<file path="config.mk">
export PLATFORM = sky130hd
export DESIGN_NAME = wb_burst_master
export DESIGN_NICKNAME = d
export VERILOG_FILES = /design/src/rtl/wb_burst_master.sv
export SDC_FILE = /design/constraint.sdc
export NUM_CORES = 1
export LEC_CHECK = 0
export ABC_AREA = 1
export CORE_MARGIN = 5
export CORE_UTILIZATION = 35
export CTS_CLUSTER_DIAMETER = 120
export DETAILED_ROUTE_END_ITERATION = 10
export GPL_TIMING_DRIVEN = 0
export PLACE_DENSITY = 0.77
export SYNTH_ARGS = -nofsm -noshare
export SYNTH_HDL_FRONTEND = slang
export SYNTH_SLANG_ARGS = --single-unit
</file>
<file path="constraint.sdc">
create_clock -name wb_clk_i -period 4.3 [get_ports wb_clk_i]
set_input_delay 0.43 -clock wb_clk_i [delete_from_list [all_inputs] [get_ports wb_clk_i]]
set_output_delay 0.43 -clock wb_clk_i [all_outputs]
set_load 0.01 [all_outputs]
</file>
<file path="src/rtl/wb_burst_master.sv">
// wb_burst_master: Wishbone B3 initiator issuing linear incrementing bursts.
// Optional response watchdog: define WB_BURST_MASTER_TIMEOUT_EN.
module wb_burst_master #(
   parameter int AW       = 32,
   parameter int DW       = 32,
   parameter int LEN_BITS = 4
) (
   input  logic                wb_clk_i,
   input  logic                wb_rst_n_i,
   input  logic                cmd_valid_i,
   output logic                cmd_ready_o,
   input  logic                cmd_we_i,
   input  logic [AW-1:0]       cmd_adr_i,
   input  logic [LEN_BITS-1:0] cmd_len_i,
   input  logic [DW-1:0]       wdat_i,
   input  logic                wvalid_i,
   output logic                wready_o,
   output logic [DW-1:0]       rdat_o,
   output logic                rvalid_o,
   output logic                done_o,
   output logic                err_o,
   output logic [AW-1:0]       wbm_adr_o,
   output logic [DW-1:0]       wbm_dat_o,
   output logic [3:0]          wbm_sel_o,
   output logic                wbm_we_o,
   output logic                wbm_cyc_o,
   output logic                wbm_stb_o,
   output logic [2:0]          wbm_cti_o,
   output logic [1:0]          wbm_bte_o,
   input  logic [DW-1:0]       wbm_dat_i,
   input  logic                wbm_ack_i,
   input  logic                wbm_err_i,
   input  logic                wbm_rty_i
);

   typedef enum logic [1:0] {IDLE, BUS, DONE} state_t;

   localparam logic [2:0] CTI_CLASSIC = 3'b000;
   localparam logic [2:0] CTI_INCR    = 3'b010;
   localparam logic [2:0] CTI_END     = 3'b111;

   state_t              state;
   state_t              state_n;
   logic [LEN_BITS-1:0] len_q;
   logic [LEN_BITS-1:0] beats;
   logic [LEN_BITS:0]   loaded;
   logic                accept;
   logic                any_rsp;
   logic                ack_ok;
   logic                abort;
   logic                last;
   logic                load;
   logic                timeout;

   assign wbm_sel_o   = 4'hf;
   assign wbm_bte_o   = 2'b00;
   assign cmd_ready_o = (state == IDLE);
   assign accept      = (state == IDLE) & cmd_valid_i;
   assign any_rsp     = wbm_ack_i | wbm_err_i | wbm_rty_i;
   assign ack_ok      = wbm_stb_o & wbm_ack_i & ~wbm_err_i & ~wbm_rty_i;
   assign abort       = wbm_stb_o & (wbm_err_i | wbm_rty_i | timeout);
   assign last        = (beats == '0);

   // Write holding register refills on the same cycle its word is acked
   assign wready_o = (state == BUS) & wbm_we_o
                   & (loaded <= {1'b0, len_q})
                   & (~wbm_stb_o | ack_ok);
   assign load     = wready_o & wvalid_i;

`ifdef WB_BURST_MASTER_TIMEOUT_EN
   logic [7:0] wd;

   always_ff @(posedge wb_clk_i) begin
      if (!wb_rst_n_i) begin
         wd <= 8'd0;
      end else if (!wbm_stb_o || any_rsp) begin
         wd <= 8'd0;
      end else begin
         wd <= wd + 8'd1;
      end
   end

   assign timeout = wbm_stb_o & (wd == 8'hff) & ~any_rsp;
`else
   assign timeout = 1'b0;
`endif

   always_ff @(posedge wb_clk_i) begin
      if (!wb_rst_n_i) begin
         state <= IDLE;
      end else begin
         state <= state_n;
      end
   end

   always_comb begin
      state_n = state;
      unique case (state)
         IDLE: if (cmd_valid_i) state_n = BUS;
         BUS:  if (abort || (ack_ok && last)) state_n = DONE;
         DONE: state_n = IDLE;
         default: state_n = IDLE;
      endcase
   end

   always_ff @(posedge wb_clk_i) begin
      if (!wb_rst_n_i) begin
         len_q     <= '0;
         beats     <= '0;
         loaded    <= '0;
         wbm_adr_o <= '0;
         wbm_dat_o <= '0;
         wbm_we_o  <= 1'b0;
         wbm_cyc_o <= 1'b0;
         wbm_stb_o <= 1'b0;
         wbm_cti_o <= CTI_CLASSIC;
         rdat_o    <= '0;
         rvalid_o  <= 1'b0;
         done_o    <= 1'b0;
         err_o     <= 1'b0;
      end else begin
         rvalid_o <= 1'b0;
         done_o   <= 1'b0;
         err_o    <= 1'b0;
         if (accept) begin
            wbm_we_o  <= cmd_we_i;
            wbm_adr_o <= cmd_adr_i & ~AW'(3);
            len_q     <= cmd_len_i;
            beats     <= cmd_len_i;
            loaded    <= '0;
            wbm_cti_o <= (cmd_len_i == '0) ? CTI_CLASSIC : CTI_INCR;
            wbm_cyc_o <= 1'b1;
            wbm_stb_o <= ~cmd_we_i;
         end
         if (state == BUS) begin
            if (ack_ok) begin
               wbm_adr_o <= wbm_adr_o + AW'(4);
               if (!last) beats <= beats - 1'b1;
               if (beats == LEN_BITS'(1)) wbm_cti_o <= CTI_END;
               if (!wbm_we_o) begin
                  rdat_o   <= wbm_dat_i;
                  rvalid_o <= 1'b1;
               end
            end
            if (wbm_we_o) begin
               if (load) begin
                  wbm_dat_o <= wdat_i;
                  wbm_stb_o <= 1'b1;
                  loaded    <= loaded + 1'b1;
               end else if (ack_ok) begin
                  wbm_stb_o <= 1'b0;
               end
            end
            if (state_n == DONE) begin
               wbm_cyc_o <= 1'b0;
               wbm_stb_o <= 1'b0;
               wbm_we_o  <= 1'b0;
               wbm_cti_o <= CTI_CLASSIC;
               done_o    <= 1'b1;
               err_o     <= abort;
            end
         end
      end
   end

endmodule

</file>
* Yosys cells after proc, flatten, opt, wreduce, memory -nomap -nowiden *
Cells that the tools add are included.

cells by class
  add/subtract/negate cells = 3
  order comparisons = 1
  eq/ne operators = 3
  muxes and demuxes = 34
  bitwise operators = 16
  reduce and logical (&&, ||, !) cells = 10

operators by type and width
  kind                                                                    count
  32-bit two-way mux                                                      3
  32-bit by 3-bit adder with 32-bit output (second input constant)        1
  5-bit two-way mux                                                       4
  4-bit two-way mux                                                       4
  3-bit two-way mux                                                       5
  1-bit two-way mux                                                       14
  3-bit AND reduction                                                     4
  1-bit AND                                                               9
  4-bit zero test                                                         2
  2-bit two-way mux                                                       3
  5-bit by 1-bit adder with 5-bit output (second input constant)          1
  5-bit by 4-bit <= comparator with 1-bit output                          1
  1-bit NOT                                                               5
  4-bit by 1-bit equality test with 1-bit output (second input constant)  1
  2-bit one-hot mux with 2 select lines                                   1
  4-bit by 1-bit subtractor with 4-bit output (second input constant)     1
  2-bit by 1-bit equality test with 1-bit output (second input constant)  1
  2-bit equality test (second input constant)                             1
  2-bit zero test                                                         1
  1-bit OR                                                                2
  2-bit AND reduction                                                     1
  1-bit logical AND                                                       1
  1-bit logical OR                                                        1

word-level totals
  register bits = 120
  output and inout port bits = 113

* Depth between registers and ports, before layout *
Gate-level depths: netlist (run 1).

  depth after elaboration = 10
  mapped depth = 12
  gate-level depth less buffers = 10

* Worst setup path after synthesis (run 1) *
No wires, ideal clock.

  kind = reg-to-reg
  start point = reg len_q[3]
  end point = reg wbm_dat_o[22]
  library setup time = 0.113 ns
  data arrival time = 1.452 ns
  slack = 2.735 ns
  cell stages (with the launch flop) = 11
  path buffers = 2
  cell sequence = dfxtp_1 inv_1 ha_1 a21oi_1 o21ai_0 nand2_1 nand3_1 buf_6 buf_2 nor2_1 nor2_1

between the ends
  longest elaborated chain between the ends = 5

RTL lines
  what                                            RTL line  source
  start: declaration                              44        logic [LEN_BITS-1:0] len_q;
  start signal: assignment                        128       len_q <= cmd_len_i;
  5-bit by 4-bit <= comparator with 1-bit output  66        & (loaded <= {1'b0, len_q})
  1-bit AND                                       66
  1-bit AND                                       67        & (~wbm_stb_o | ack_ok);
  1-bit AND                                       68        assign load = wready_o & wvalid_i;
  3-bit AND reduction (no source line)            -
  end signal: assignment                          147       wbm_dat_o <= wdat_i;
  end: declaration                                23        output logic [DW-1:0] wbm_dat_o,

No other way between the ends.
A chain may end at the register's enable or synchronous reset.

* Worst setup path after layout (run 1) *
  start point = reg len_q[3]
  end point = out wready_o

between the ends
  longest elaborated chain between the ends = 3

RTL lines
  what                                            RTL line  source
  5-bit by 4-bit <= comparator with 1-bit output  66
  1-bit AND                                       66
  1-bit AND                                       67
  end: declaration                                17        output logic wready_o,

No other way between the ends.

==> results of run 1 <==
worst paths after layout:
kind	startpoint	to	slack, ns	depth (start not counted)
min reg2reg	wbm_adr_o[1]	wbm_adr_o[1]	0.44	2
max reg2reg	len_q[3]	wbm_dat_o[31]	2.45	10
max	len_q[3]	wready_o	1.75	7
min	wbm_adr_o[1]	wbm_adr_o[1]	0.44	2
stage by stage:
step | std cells | utilization
3_3_place_gp | 1329 | 0.5018
4_1_cts | 1361 | 0.5399
5_1_grt | 1361 | 0.5399
3_5_place_dp | 1329 | 0.5018
6_report | 1361 | 0.5399
2_1_floorplan | 898 | -
Yosys cell counts:
master,number
nand2_1,191
nor2_1,190
dfxtp_1,120
inv_1,91
o21ai_0,91
a21oi_1,45
nand2_2,22
clkbuf_1,17
nand3_1,16
buf_2,13
nand4_1,13
a31oi_1,10
buf_4,9
ha_1,9
xor2_1,9
nor3_1,5
buf_6,4
inv_2,4
o21ai_1,4
xnor2_1,4
nor2_2,3
nor2_4,3
buf_1,2
conb_1,2
nand3_2,2
nand3b_1,2
nor3_2,2
a21oi_2,1
a41oi_1,1
and2_1,1
clkbuf_2,1
clkinv_1,1
nand4_2,1
o211ai_1,1
o21a_1,1
o21bai_1,1
o31ai_1,1
or2_1,1
metal layers:
metal | share of wire | global-route usage | up-vias
li1 | - | - | 3272
met1 | 0.40 | 0.2461 | 2838
met2 | 0.47 | 0.3306 | 318
met3 | 0.11 | 0.05147 | 43
met4 | 0.027 | 0.07292 | 0
met5 | 0 | 0 | -
critical path: stages (launching register included):
cell and delay (ns):
dfxtp_1 0.33, inv_1 0.05, ha_1 0.31, a21oi_1 0.14
o21ai_0 0.09, nand2_1 0.10, and2_1 0.14, clkdlybuf4s50_1 0.57
registers in the layout (all words and copies together), names as in the netlist:
signal and cells:
rdat_o 32, wbm_adr_o 32, wbm_dat_o 32, loaded 5, beats 4, len_q 4, wbm_cti_o 3, state 2
done_o 1, err_o 1, rvalid_o 1, wbm_cyc_o 1, wbm_stb_o 1, wbm_we_o 1
report_power, final:
part	leakage (nW)	switching [mW]	total, mW	internal, mW
clock	0.305	0.519	1.51	0.989
sequential	0.975	0.0495	1.20	1.15
combinational	2.34	0.182	0.388	0.206
total	3.62	0.751	3.10	2.35
cell type report:
class	count	area, um2
flip-flops and latches	120	2402
clock buffers	22	494.2
multi-input cells	636	2947
plain buffers	46	254.0
repair buffers	211	2112
clock inverters	10	140.1
well taps	220	275.3
inverters	96	360.3
fillers	1604	7657
kinds of logic (layout without fill, tap and decap cells):
group                    Yosys count  after routing  share of synthesized area
AO/OA/AOI/OAI                    156            156                     0.1363
XOR/XNOR                          13             13                    0.01914
adder cells (fa/ha/maj)            9              9                    0.01893
buffers and inverters            142            385                     0.1033
flip-flops                       120            120                     0.4039
other                              2              6                   0.001263
AND/OR/NAND/NOR                  452            452                     0.3172
==> results.md, run 1 <==
- Max Slew Vio Count: 0
- Hold crit path type: reg -> reg
- Setup TNS: 0 ns
- Starting Density: 0.3574
- Vias/cell: 4.755
- Max-Slew Margin vs Limit: 0.5584
- CTS Buffer Depth: 2
- Core ar.: 16640 um2
- Routed wire per std cell: 14.73 um
- Data arrival, critical path: 2.12 ns
- Gr usage total: 0.1982
- Hold buffers post-CTS: 0
- Root Driver: clkbuf_16
- TritonRoute pass-1 iters: 5
- Seq/Total Area, Yosys: 0.4039
- Later-pin clock latency in the skew report: 0.41 ns
- Mapped Cells: 894
- Clock Pin Slew Worst Setup and Hold Paths: 0.05 ns
- Setup bufs post-CTS: 0
- Die area: 19700 um2
- Max VDD drop: 0.2877 mV
- Achievable frequency: 391.7 MHz
- Vias in the first global route: 6191
- TritonCTS Buffers: 17
- Yosys cell types: 38
- Max H-tree Level: 4
- Top cell type's share of synthesized area: 0.4039
- Die width: 140.4 um
- Gr ovfl total: 0
- Mean Syn Cell Area: 6.653 um2
- Die height: 140.4 um
- Routability cong.: 0.9607
- DR vias: 6471
- Crit end category: primary output
- Leading cell types in the layout, fill and taps excluded: clkdlybuf4s50_1, nand2_1, nor2_1
- Fin crit share: 0.5936
- Tot Pwr: 3.098 mW
- N_diodes: 0
- Initial antenna violation count: 0
- DRC viols: 0
- Largest net degree at the start of global routing: 17
- CTS sink cnt: 120
- Ranking of synthesized cells by area: dfxtp_1, nand2_1, nor2_1, o21ai_0, inv_1
- Post-DP HPWL: 15090 um
- Crit start category: flop
- CTS resizes: 0
- RSZ-0062 raised after global routing: no
- PD cells: 344.8 nW/um2
- Synth Register Bits: 120
- Std cell rows: 47
- Setup CP Type: reg -> out
- CTS tree: built
- DR iter-0 viols: 488
- Fin area: 8985 um2
- Nets@finish: 1245
- I/O Buffers: 211
- Setup WS pre-CTS: 1.826 ns
- Max-Cap Viols: 0
- I/O pins: 221
- Area leader, netlist: dfxtp_1
- Leak: 3.620 nW
- Worst Tran Pin Value: 0.6625 ns
- Share of post-route cells with drive strength above 1: 0.08501
- Crit path max fanout: 3
- Yosys warning count: 0
- Final setup viols: 0
- Final hold viol count: 0
- Area Overhead vs Synth: 51.05%
- Most common cell after layout, fill and taps aside: clkdlybuf4s50_1
- Routed wire length: 20040 um
- Hold slack: 0.4373 ns
- Cell area after synthesis: 5948 um2
- Crit path time final: 2.553 ns
- Routed Antenna Nets: 0
- Dpl cell area: 8351 um2
- Clock Skew: 0.005765 ns
- CP Data Required Time: 3.87 ns
- Worst Setup Slack, final: 1.747 ns
- Status: finished, final reports clean
- First-pass GRT wire length: 31400 um
Note: power is estimated with default switching activity, not from simulation.
==> inputs of run 2 (changes only) <==
- PLACE_DENSITY: 0.77 -> 0.79
- clock period: 4.3 -> 2.2 ns (I/O delays scaled with it)
==> run 2 against run 1 <==
Compared with the run above: global-route usage shrank 0.14 points; total power increased by 87%; cell count is essentially flat; final area shrank 0.72%; combinational power is 96% higher; sequential power rose by 96%; first-iteration DRC count decreased by 2.3%; critical endpoint unchanged.
==> results.md, run 2 (synthesis gave the netlist of run 1 again) <==
- R2R Path End: wbm_adr_o[22] (was wbm_dat_o[31])
- Setup CP Type: reg -> out (unchanged)
- Nets@finish: 1245 (unchanged)
- Non-Filler Instances: 1360 (was 1361)
- PD cells: 650.0 nW/um2 (was 344.8 nW/um2)
- Area Overhead vs Synth: 49.96% (was 51.05%)
- Routability cong.: 0.9781 (was 0.9607)
- Max VDD drop: 0.5829 mV (was 0.2877 mV)
- Core ar.: 16640 um2 (unchanged)
- DR iter-0 viols: 477 (was 488)
- Routed Antenna Nets: 0 (unchanged)
- Status: finished, final reports clean (unchanged)
- I/O pins: 221 (unchanged)
- Hold buffers post-CTS: 0 (unchanged)
- Die width: 140.4 um (unchanged)
- Dpl cell area: 8351 um2 (unchanged)
- RSZ-0062 raised after global routing: no (unchanged)
- Data arrival, critical path: 1.84 ns (was 2.12 ns)
- Fin area: 8920 um2 (was 8985 um2)
- Routed wire per std cell: 14.82 um (was 14.73 um)
- Vias/cell: 4.797 (was 4.755)
- Starting Density: 0.3574 (unchanged)
- R2R cell count: 8 (was 10)
- First-pass GRT wire length: 31260 um (was 31400 um)
- Crit path max fanout: 3 (unchanged)
- Final setup viols: 0 (unchanged)
- Root Driver: clkbuf_16 (unchanged)
- Later-pin clock latency in the skew report: 0.41 ns (about the same)
- Most common cell after layout, fill and taps aside: clkdlybuf4s50_1 (unchanged)
- Leading cell types in the layout, fill and taps excluded: clkdlybuf4s50_1, nand2_1, nor2_1 (unchanged)
- Die height: 140.4 um (unchanged)
- I/O Buffers: 211 (unchanged)
- CTS sink cnt: 120 (unchanged)
- Max-Slew Margin vs Limit: 0.5569 (was 0.5584)
- Biggest regs: rdat_o: 32 flops, wbm_adr_o: 32 flops, wbm_dat_o: 32 flops (unchanged)
- CTS tree: built (unchanged)
- Achievable frequency: 484.6 MHz
- Cell count after placement: 1329 (unchanged)
- Vias in the first global route: 6118 (was 6191)
- Max Slew Vio Count: 0 (unchanged)
- Std cell rows: 47 (unchanged)
- Setup TNS: 0 ns (unchanged)
- R2r setup slk: 0.32 ns (was 2.45 ns)
- Leak: 3.603 nW (was 3.620 nW)
- Crit path cell chain: inv_1 -> ha_1 -> a21oi_1 -> o21ai_1 -> nand2_1 -> and2_1 -> dlygate4sd2_1 (was inv_1 -> ha_1 -> a21oi_1 -> o21ai_0 -> nand2_1 -> and2_1 -> clkdlybuf4s50_1)
- CP Data Required Time: 1.98 ns (was 3.87 ns)
- Routed wire length: 20150 um (was 20040 um)
- Worst Tran Pin Value: 0.6647 ns (was 0.6625 ns)
- Slowest Stage Delay on Critical Path: 0.33 ns (was 0.57 ns)
- Final hold viol count: 0 (unchanged)
- DRC viols: 0 (unchanged)
- Clock Pin Slew Worst Setup and Hold Paths: 0.05 ns (about the same)
- Die area: 19700 um2 (unchanged)
- TritonCTS Buffers: 17 (unchanged)
- Max-Cap Viols: 0 (unchanged)
- Reg2Reg Launch Point: wbm_adr_o[2] (was len_q[3])
- Fin crit share: 0.9380
- Share of post-route cells with drive strength above 1: 0.08333 (was 0.08501)
- Hold slack: 0.3164 ns (was 0.4373 ns)
- Crit start category: flop (unchanged)
- Initial antenna violation count: 0 (unchanged)
- Max H-tree Level: 4 (unchanged)
- Largest net degree at the start of global routing: 17 (unchanged)
- Hold crit path type: in -> reg (was reg -> reg)
- Hold depth: 3 (was 2)
- Post-DP HPWL: 15260 um (was 15090 um)
- Fin util: 0.5360 (was 0.5399)
- Gr usage total: 0.1968 (was 0.1982)
- Clock Skew: 0.007554 ns (was 0.005765 ns)
- Hold endpoint: state[1] (was wbm_adr_o[1])
- Crit path time final: 2.064 ns
- Crit end category: primary output (unchanged)
- Min-delay src: wb_rst_n_i (was wbm_adr_o[1])
- Gr ovfl total: 0 (unchanged)
- Slowest cell on the critical path: dfxtp_1 (was clkdlybuf4s50_1)
- CTS Buffer Depth: 2 (unchanged)
- N_diodes: 0 (unchanged)
- DR vias: 6524 (was 6471)
- TritonRoute pass-1 iters: 5 (unchanged)
==> run 2: changes by cell type in the layout (fill, tap and decap cells not counted) <==
cell,before,now
bufinv_16,3,2
o21ai_0,91,90
clkbuf_8,5,1
dlygate4sd2_1,0,1
clkinv_4,1,3
clkbuf_1,17,18
clkinv_2,2,5
clkdlybuf4s50_1,211,210
o21ai_1,4,5
clkinvlp_4,3,1
==> run 2: how the worst max path moves through the flow <==
| stage | from | to | depth (start not counted) |
|---|---|---|---|
| 5_1_grt | len_q[3] | wready_o | 7 |
| 3_5_place_dp | wbm_err_i | wbm_adr_o[22] | 8 |
| 6_report | len_q[3] | wready_o | 7 |
| 2_1_floorplan | len_q[3] | wbm_dat_o[22] | 10 |
| 4_1_cts | len_q[3] | wready_o | 7 |
| 3_3_place_gp | wbm_err_i | wbm_adr_o[29] | 8 |
==> run 2: layer usage <==
layer,part of all wire,global-route usage
met1,0.41,0.2429
met2,0.47,0.3291
met3,0.090,0.05181
met4,0.027,0.07343
met5,0,0
==> run 2: what timing repair did <==
item                       CTS  global route
setup endpoints to repair    1             1
hold endpoints to repair     0             0
resized for setup            1             1
buffers inserted             0             0
==> run 2: critical path, delay by kind of cell, from the launching register on <==
family                     cells  cell delay [ns]
AOI/OAI and AO/OA              2             0.22
adders and majority gates      1             0.32
buffers and inverters          2             0.34
DFF                            1             0.33
and+or+nand+nor                2             0.23
==> run 2: metrics by stage <==
stage | power [mW] | worst slack [ns]
4_1_cts | 5.844 | 0.09918
3_5_place_dp | 3.141 | 0.08487
3_3_place_gp | 3.132 | 0.1204
2_1_floorplan | 2.701 | 0.6349
6_report | 5.798 | 0.1364
5_1_grt | 6.034 | 0.03369
==> run 2: where the power goes <==
group	internal [mW]	switching (mW)
sequential	2.25	0.0981
clock	1.69	1.00
combinational	0.402	0.357
==> run 2: layout make-up <==
cell class	count	area (um2)
inverters	96	360.3
flip-flops and latches	120	2402
repair buffers	211	2111
fillers	1609	7722
plain buffers	46	254.0
well taps	220	275.3
multi-input cells	636	2947
clock inverters	12	127.6
clock buffers	19	442.9
==> inputs of run 3 (changes only) <==
- SETUP_SLACK_MARGIN: not set -> 0.2
==> run 3 against run 2 <==
Compared with the run above: via count fell by 0.46%; sequential power barely moved; total power barely moved; sequential share of layout area fell by 0.065 points; wire length fell by 0.32%; combinational power barely moved; critical endpoint unchanged; largest power group unchanged.
==> results.md, run 3 (synthesis gave the netlist of run 1 again) <==
- Family with the most delay on the worst path: flip-flops (was buffers and inverters)
- TritonCTS Buffers: 17 (unchanged)
- Post-DP HPWL: 15260 um (unchanged)
- Fin crit share: 0.8648 (was 0.9380)
- Starting Density: 0.3574 (unchanged)
- Gr ovfl total: 0 (unchanged)
- Slowest Stage Delay on Critical Path: 0.32 ns (was 0.33 ns)
- CTS sink cnt: 120 (unchanged)
- Final setup viols: 0 (unchanged)
- Clock Skew: 0.008134 ns (was 0.007554 ns)
- Crit path time final: 1.902 ns (was 2.064 ns)
- Data arrival, critical path: 1.68 ns (was 1.84 ns)
- Largest net degree at the start of global routing: 17 (unchanged)
- Most common cell after layout, fill and taps aside: clkdlybuf4s50_1 (unchanged)
- Clock Pin Slew Worst Setup and Hold Paths: 0.05 ns (about the same)
- Setup TNS: 0 ns (unchanged)
- CTS Buffer Depth: 2 (unchanged)
- Vias in the first global route: 6115 (was 6118)
- Biggest regs: rdat_o: 32 flops, wbm_adr_o: 32 flops, wbm_dat_o: 32 flops (unchanged)
- Fill count: 1605 (was 1609)
- DRC viols: 0 (unchanged)
- Routed wire per std cell: 14.77 um (was 14.82 um)
- Crit end category: primary output (unchanged)
- Root Driver: clkbuf_16 (unchanged)
- Status: finished, final reports clean (unchanged)
- Hold slack: 0.3182 ns (was 0.3164 ns)
- First-pass GRT wire length: 31280 um (was 31260 um)
- I/O Buffers: 211 (unchanged)
- Crit start category: flop (unchanged)
- Fin util: 0.5376 (was 0.5360)
- Hold depth: 3 (unchanged)
- Max VDD drop: 0.5825 mV (was 0.5829 mV)
- Leak: 3.608 nW (was 3.603 nW)
- RSZ-0062 raised after global routing: yes (was no)
- I/O pins: 221 (unchanged)
- WP depth: 7 (unchanged)
- CTS tree: built (unchanged)
- R2R cell count: 7 (was 8)
- Max H-tree Level: 4 (unchanged)
- Die width: 140.4 um (unchanged)
- Leading cell types in the layout, fill and taps excluded: clkdlybuf4s50_1, nand2_1, nor2_1 (unchanged)
- Die height: 140.4 um (unchanged)
- Routability cong.: 0.9781 (unchanged)
- Crit path max fanout: 3 (unchanged)
- PD cells: 647.8 nW/um2 (was 650.0 nW/um2)
- DR vias: 6494 (was 6524)
- Core ar.: 16640 um2 (unchanged)
- Initial antenna violation count: 0 (unchanged)
- CP Data Required Time: 1.98 ns (about the same)
- Share of post-route cells with drive strength above 1: 0.08860 (was 0.08333)
- DR iter-0 viols: 475 (was 477)
- Max-Cap Viols: 0 (unchanged)
- N_diodes: 0 (unchanged)
- TritonRoute pass-1 iters: 5 (unchanged)
- Crit path cell chain: inv_1 -> ha_1 -> a21oi_2 -> o21ai_1 -> nand2_1 -> and2_1 -> buf_2 (was inv_1 -> ha_1 -> a21oi_1 -> o21ai_1 -> nand2_1 -> and2_1 -> dlygate4sd2_1)
- Routed Antenna Nets: 0 (unchanged)
- Later-pin clock latency in the skew report: 0.41 ns (about the same)
- Area Overhead vs Synth: 50.40% (was 49.96%)
- Hold crit path type: in -> reg (unchanged)
- Hold buffers post-CTS: 0 (unchanged)
- Slowest cell on the critical path: dfxtp_1 (unchanged)
- Achievable frequency: 525.6 MHz (was 484.6 MHz)
- Setup CP Type: reg -> out (unchanged)
- Final hold viol count: 0 (unchanged)
- Gr usage total: 0.1970 (was 0.1968)
- Std cell rows: 47 (unchanged)
- Buf+Inv Stages, Crit Path: 2 (unchanged)
- Routed wire length: 20090 um (was 20150 um)
- Vias/cell: 4.775 (was 4.797)
- Nets@finish: 1245 (unchanged)
- Max Slew Vio Count: 0 (unchanged)
- Max-Slew Margin vs Limit: 0.5465 (was 0.5569)
- Die area: 19700 um2 (unchanged)
- Worst Tran Pin Value: 0.6802 ns (was 0.6647 ns)
[run 3: cell count changes in the layout (fill, tap and decap cells not counted), sizes merged]
cell         before  now
buf              28   29
dlygate4sd2       1    0
[run 3: worst register-to-register path, delay by kind of cell, from the launching register on]
family          cells  cell delay [ns]
flops               1             0.45
fa+ha+maj           1             0.29
buf+inv             1             0.06
xor+xnor            1             0.18
simple gates        3             0.63
compound gates      1             0.16
[run 3: final timing paths]
kind | slack (ns) | endpoint | startpoint
hold / removal | 0.32 | state[1] | wb_rst_n_i
setup reg to reg | 0.33 | wbm_adr_o[16] | wbm_adr_o[2]
setup / recovery | 0.30 | wready_o | len_q[1]
hold reg to reg | 0.43 | wbm_adr_o[1] | wbm_adr_o[1]
[run 3: report_power, final]
group	switching, mW	total [mW]	internal, mW
Sequential	0.0983	2.35	2.25
Combinational	0.356	0.760	0.404
Clock	0.998	2.68	1.69
[run 3: timing repair]
action,in CTS,in global routing
gates resized for setup,4,8
pin swaps,1,1
endpoints found under the setup margin,1,23
setup buffers,0,0
[run 3: per-layer routing]
metal	GRT usage	up-vias	part of all wire
met5	0	-	0
met4	0.07343	0	0.029
met3	0.05147	42	0.098
met2	0.3284	282	0.47
met1	0.2444	2889	0.40
li1	-	3281	-
[run 3: area by class of cell]
type | instances | area [um2] | area share
clock buffers | 19 | 442.9 | 0.04951
plain buffers | 46 | 255.2 | 0.02853
flip-flops and latches | 120 | 2404 | 0.2687
multi-input cells | 636 | 2974 | 0.3324
well taps | 220 | 275.3 | 0.03077
repair buffers | 211 | 2107 | 0.2355
clock inverters | 12 | 127.6 | 0.01427
inverters | 96 | 360.3 | 0.04028
[run 3: per-stage QoR]
stage	area [um2]	cells	setup WS, ns	total power, mW
after CTS	8916	1360	0.2414	5.844
final	8946	1360	0.2975	5.795
after detailed placement	8351	1329	0.08487	3.141
after floorplan	5963	898	0.6349	2.701
after global placement	8351	1329	0.1204	3.132
after global routing	8946	1360	0.1460	6.040
